### src/rtl/spi_regmap_sequencer.sv
// SPI master that turns one register-map request into a single mode-0 frame
// {rw, addr, data}, MSB first, and reports completion with a one-cycle response.
module spi_regmap_sequencer #(
    parameter int unsigned ADDR_WIDTH = 7,
    parameter int unsigned DATA_WIDTH = 8,
    parameter int unsigned CLK_DIV    = 5,
    parameter int unsigned CS_GAP     = 10
) (
    input  logic                  clk,
    input  logic                  rst,
    input  logic                  req_valid,
    output logic                  req_ready,
    input  logic                  req_rw,
    input  logic [ADDR_WIDTH-1:0] req_addr,
    input  logic [DATA_WIDTH-1:0] req_wdata,
    output logic                  rsp_valid,
    output logic [DATA_WIDTH-1:0] rsp_rdata,
    output logic                  busy,
    output logic                  sck,
    output logic                  sdo,
    input  logic                  sdi,
    output logic                  cs_n
);

    localparam int unsigned FRAME_W = 1 + ADDR_WIDTH + DATA_WIDTH;
    localparam int unsigned BCNT_W  = $clog2(FRAME_W + 1);
    localparam logic [7:0]        DIV_LAST  = 8'(CLK_DIV - 1);
    localparam logic [7:0]        GAP_LAST  = 8'(CS_GAP - 1);
    localparam logic [BCNT_W-1:0] LAST_BIT  = BCNT_W'(FRAME_W - 1);
    localparam logic [BCNT_W-1:0] ALL_BITS  = BCNT_W'(FRAME_W);

    typedef enum logic [2:0] {
        IDLE,
        SETUP,
        HIGH,
        LOW,
        GAP
    } state_t;

    state_t               state;
    state_t               state_next;
    logic [7:0]           div_cnt;
    logic [BCNT_W-1:0]    bit_cnt;
    logic [FRAME_W-1:0]   tx_sh;
    logic [DATA_WIDTH-1:0] rx_sh;
    logic                 ready_en;
    logic                 accept;
    logic                 phase_end;
    logic                 last_bit;
    logic                 bits_done;
    logic                 cs_n_d;
    logic                 sck_d;
    logic                 sdo_d;
    logic                 rsp_valid_d;

    // Reads carry an all-zero data field.
    function automatic logic [FRAME_W-1:0] build_frame(
        input logic                  rw,
        input logic [ADDR_WIDTH-1:0] addr,
        input logic [DATA_WIDTH-1:0] wdata
    );
        return {rw, addr, (rw ? {DATA_WIDTH{1'b0}} : wdata)};
    endfunction

    function automatic logic [DATA_WIDTH-1:0] shift_in(
        input logic [DATA_WIDTH-1:0] cur,
        input logic                  bit_in
    );
        logic [DATA_WIDTH:0] ext;
        ext = {cur, bit_in};
        return ext[DATA_WIDTH-1:0];
    endfunction

    // ready_en keeps req_ready low until the first edge after reset release.
    assign req_ready = ready_en && (state == IDLE);
    assign busy      = (state != IDLE);
    assign accept    = req_valid && req_ready;
    assign last_bit  = (bit_cnt == LAST_BIT);
    assign bits_done = (bit_cnt == ALL_BITS);

    always_comb begin
        phase_end = 1'b0;
        case (state)
            SETUP, HIGH, LOW: phase_end = (div_cnt == DIV_LAST);
            GAP:              phase_end = (div_cnt == GAP_LAST);
            default:          phase_end = 1'b0;
        endcase
    end

    always_ff @(posedge clk or posedge rst) begin
        if (rst) begin
            state     <= IDLE;
            cs_n      <= 1'b1;
            sck       <= 1'b0;
            sdo       <= 1'b0;
            rsp_valid <= 1'b0;
            ready_en  <= 1'b0;
        end else begin
            state     <= state_next;
            cs_n      <= cs_n_d;
            sck       <= sck_d;
            sdo       <= sdo_d;
            rsp_valid <= rsp_valid_d;
            ready_en  <= 1'b1;
        end
    end

    // Pin values are registered together with the state so they change
    // exactly on phase boundaries and never glitch.
    always_comb begin
        state_next  = state;
        cs_n_d      = cs_n;
        sck_d       = sck;
        sdo_d       = sdo;
        rsp_valid_d = 1'b0;
        case (state)
            IDLE: begin
                if (accept) begin
                    state_next = SETUP;
                    cs_n_d     = 1'b0;
                    sck_d      = 1'b0;
                    sdo_d      = req_rw;
                end
            end
            SETUP: begin
                if (phase_end) begin
                    state_next = HIGH;
                    sck_d      = 1'b1;
                end
            end
            HIGH: begin
                if (phase_end) begin
                    state_next = LOW;
                    sck_d      = 1'b0;
                    if (!last_bit) begin
                        sdo_d = tx_sh[FRAME_W-2];
                    end
                end
            end
            LOW: begin
                if (phase_end) begin
                    if (bits_done) begin
                        state_next  = GAP;
                        cs_n_d      = 1'b1;
                        sdo_d       = 1'b0;
                        rsp_valid_d = 1'b1;
                    end else begin
                        state_next = HIGH;
                        sck_d      = 1'b1;
                    end
                end
            end
            GAP: begin
                if (phase_end) begin
                    state_next = IDLE;
                end
            end
            default: begin
                state_next = IDLE;
                cs_n_d     = 1'b1;
                sck_d      = 1'b0;
                sdo_d      = 1'b0;
            end
        endcase
    end

    // Reset also clears the datapath so an aborted frame leaves nothing behind.
    always_ff @(posedge clk or posedge rst) begin
        if (rst) begin
            div_cnt   <= '0;
            bit_cnt   <= '0;
            tx_sh     <= '0;
            rx_sh     <= '0;
            rsp_rdata <= '0;
        end else begin
            if (state == IDLE || phase_end) begin
                div_cnt <= '0;
            end else begin
                div_cnt <= div_cnt + 8'd1;
            end

            if (accept) begin
                tx_sh   <= build_frame(req_rw, req_addr, req_wdata);
                bit_cnt <= '0;
            end

            // sdi is sampled on the edge that drops sck, a full half-period
            // after the slave was given the rising edge.
            if (state == HIGH && phase_end) begin
                rx_sh   <= shift_in(rx_sh, sdi);
                bit_cnt <= bit_cnt + BCNT_W'(1);
                if (!last_bit) begin
                    tx_sh <= tx_sh << 1;
                end
            end

            if (rsp_valid_d) begin
                rsp_rdata <= rx_sh;
            end
        end
    end

endmodule

### config.mk
export PLATFORM = sky130hd
export DESIGN_NAME = spi_regmap_sequencer
export DESIGN_NICKNAME = d
export VERILOG_FILES = /design/src/rtl/spi_regmap_sequencer.sv
export SDC_FILE = /design/constraint.sdc
export NUM_CORES = 1
export LEC_CHECK = 0
export ABC_AREA = 1
export ABC_CLOCK_PERIOD_IN_PS = 2470
export CAP_MARGIN = 30
export CORE_AREA = 2 2 72 74
export CTS_BUF_LIST = sky130_fd_sc_hd__clkbuf_16
export CTS_CLUSTER_DIAMETER = 100
export DETAILED_ROUTE_END_ITERATION = 12
export DIE_AREA = 0 0 74 76
export PLACE_DENSITY = 0.78
export SYNTH_ARGS = -nofsm -noshare
export SYNTH_HDL_FRONTEND = slang
export SYNTH_SLANG_ARGS = --single-unit
### constraint.sdc
create_clock -name clk -period 2.47 [get_ports clk]
set_clock_uncertainty 0.2 [all_clocks]
set_input_delay 0.494 -clock clk [delete_from_list [all_inputs] [get_ports clk]]
set_output_delay 0.494 -clock clk [all_outputs]
set_load 0.01 [all_outputs]
==> metrics.md <==
| Metric | Value |
|---|---|
| Syn_area_per_cell | `8.20 um2` |
| Post-synth net total | `342` |
| Overall routing resource usage | `19.6%` |
| GR met2 Demand/Resource | `around a third` |
| Ant. Diodes | `0` |
| CTS Hold Bufs | `0` |
| H-tree depth | `2` |
| Type of element launching the critical path | `flip-flop` |
| Final setup violation count | `0` |
| Global Route met1 Usage | `25.4%` |
| Worst Path Arrival | `1.69 ns` |
| Remaining DRCs | `0` |
| Cells after Synth | `318` |
| Global route overflow | `0` |
| Sequential share of the synthesized area | `50.0%` |
| Crit path largest cell delay | `~0.54 ns` |
| Worst EP required | `between 1.5 and 2 ns` |
| Starting Density | `53.1%` |
| Die area | `0.00562 mm2` |
| Worst VDD drop | `~0.00030 V` |
| Commonest non-fill, non-tap cells in the layout | `nand2_1 (92), dfrtp_1 (51), inv_1 (37), clkdlybuf4s50_1 (33)` |
| DRT iter0 DRCs | `90` |
| Max Root-Sink Buffers | `2` |
| #FFs+latches synth | `52` |
| Core footprint | `a little under 0.005 mm2` |
| Multi-input logic area | `around 0.0011 mm2` |
| GR Util met3 | `about 4.8%` |
| Crit path top cell by count | `nor2_4` |
| Pins Over Slew Limit | `0` |
| Initial DRT Pass Iterations | `4` |
| # IOs | `34` |
| Total Wirelength | `between 4000 and 5000 um` |
| Worst-margin pin slew | `between 0.6 and 0.7 ns` |
| Num rows | `26` |
| Post-cts gate resize count | `0` |
| Final Cycle Share | `96.3%` |
| LEAKAGE | `1.56 nW` |
| Fmax | `around 0.42 GHz` |
| Status | `finished clean` |
| Post-CTS Setup Inserts | `0` |
| CP delay by family, top | `buffers and inverters` |
| GPL Wtd Cong | `a little under 0.9` |
| CP Class | `reg -> out` |
| Vias in the first global route | `about 2000` |
| Port Buffer Count | `33` |
| Syn. warnings | `0` |
| CTS tree | `built` |
| Hold crit path type | `reg -> reg` |
| GRT busiest layer | `met2` |
| Critical Path Fanout Max | `5` |
| First-pass GRT wire length | `8730 um` |
| Chip width | `74 um` |
| Reg area | `0.00130 mm2` |
| Latest clock arrival within the worst-skew pair | `0.29 ns` |
| TritonCTS buffer count | `5` |
| R2R Setup Slk | `0.33 ns` |
| Vias after detailed routing | `2056` |
| RSZ-0062 raised after global routing | `false` |
| Count of cell types in the netlist | `33` |
| Hold Vio Cnt, Final | `0` |
| Total power | `~1.6 mW` |
| Final min period | `2.38 ns` |
| Initial antenna violation count | `0` |
| CTS root buffer | `clkbuf_16` |
| Pin count of the biggest net entering global routing | `35` |
| Detail Route Antenna Nets | `0` |
| Clock transition at path regs | `0.07 ns` |
| Final Net Count | `378` |
| Total of max-cap violations | `0` |
| Setup TNS | `0 ns` |
| Commonest non-fill, non-tap cell in the layout | `nand2_1` |
| DR vias/cell | `4.84` |
| Worst-path cell chain | `nor2_4, nand2_2, nor2_4, clkdlybuf4s50_1` |
| Share of cells above drive strength 1 | `a little under an eighth` |
| CP max-delay cell | `clkdlybuf4s50_1` |
| Synth Cell Area | `0.00261 mm2` |
| Fill count | `410` |
| Slew margin rel. | `approximately 54%` |
| Worst Setup End Kind | `primary output` |
| CTS Sinks | `between 50 and 60` |
| Dpl hpwl | `3390 um` |
| Avg WL per Cell | `11.3 um` |
| Die height | `76 um` |
| Area grow syn2layout | `21.2%` |
| Crit path buf inv count | `1` |
| Power Density | `~510 mW/mm2` |
[final timing paths]
kind,start,end,cells after the start
setup / recovery,state[0],req_ready,4
hold / removal,cs_n,cs_n,2
setup reg to reg,state[0],rsp_rdata[7],8
hold reg to reg,cs_n,cs_n,2
max in group asynchronous,rst,tx_sh[0],3
min in group asynchronous,rst,div_cnt[5],2
[stage by stage]
stage	area, um2	std cells	hold WS (ns)	utilization (%)	worst slack, ns
2_1_floorplan	2610	318	0.242	-	0.520
3_3_place_gp	3000	416	0.253	61.1	0.428
3_5_place_dp	3000	416	0.267	61.1	0.400
4_1_cts	3150	424	0.277	64.1	0.0720
5_1_grt	3160	425	0.293	64.3	0.00943
6_report	3160	425	0.270	64.3	0.0902
[metal layers]
layer  routed length (um)  share of wire (%)  vias to the layer above
li1                     -                  -                     1075
met5                    0                  0                        -
met1                 2220                 46                      949
met3                  147                3.1                        4
met4                   52                1.1                        0
met2                 2390                 50                       28
[layout make-up]
type                    count  area share (%)
clock inverters             3           0.713
clock buffers               5            3.96
flip-flops and latches     52            41.2
well taps                  70            2.77
repair buffers             37            11.8
multi-input cells         215            34.3
inverters                  43            5.19
[cells in the mapped netlist]
master     n  area, um2
inv_4      1       6.26
nor2_1    20       75.1
ha_1       4       50.1
conb_1     1       3.75
buf_4      2       15.0
buf_6      2       22.5
inv_1     38        143
nand3_2    3       30.0
clkinv_1   2       7.51
nand4_2    2       25.0
clkbuf_1   1       3.75
dfrtp_1   51       1280
xor2_1     2       17.5
nor2_4     4       45.0
or2_1      1       6.26
nor3_1     1       5.00
dfstp_2    1       26.3
a21oi_1    8       40.0
o21ai_1   11       55.1
xnor2_1    1       8.76
nand3_1   21        105
inv_2      2       7.51
o22ai_1    1       6.26
nand2_2    7       43.8
nand3b_1   2       15.0
nand4_1    2       12.5
o21bai_1   1       7.51
buf_2      3       15.0
nor2_2     2       12.5
o21ai_0   21        105
nand2_1   92        345
o21ai_2    7       61.3
nor3b_1    1       7.51
[worst min-delay path, delay by kind of cell, from the launching register on]
kind	cells	cell delay [ns]
flops	1	0.37
compound gates	1	0.06
buf+inv	1	0.04
[sequential cells by signal (all words and copies together) (netlist names)]
| register | count |
|---|---|
| rsp_valid | 1 |
| ready_en | 1 |
| rsp_rdata | 8 |
| sdo | 1 |
| div_cnt | 8 |
| sck | 1 |
| rx_sh | 8 |
| state | 3 |
| cs_n | 1 |
| bit_cnt | 5 |
| tx_sh | 15 |
[report_power, final]
part | switching (mW) | internal [mW] | total [mW]
combinational | 0.0290 | 0.0322 | 0.0612
sequential | 0.00234 | 0.856 | 0.859
clock | 0.309 | 0.379 | 0.688
total | 0.340 | 1.27 | 1.61
[cell families after synthesis]
family	share of synthesized area, %
compound gates	10.6
xor+xnor	1.01
fa+ha+maj	1.92
buf+inv	8.45
flops	50.0
other cells	0.144
simple gates	27.9
Power figures use the tool's default switching activity.
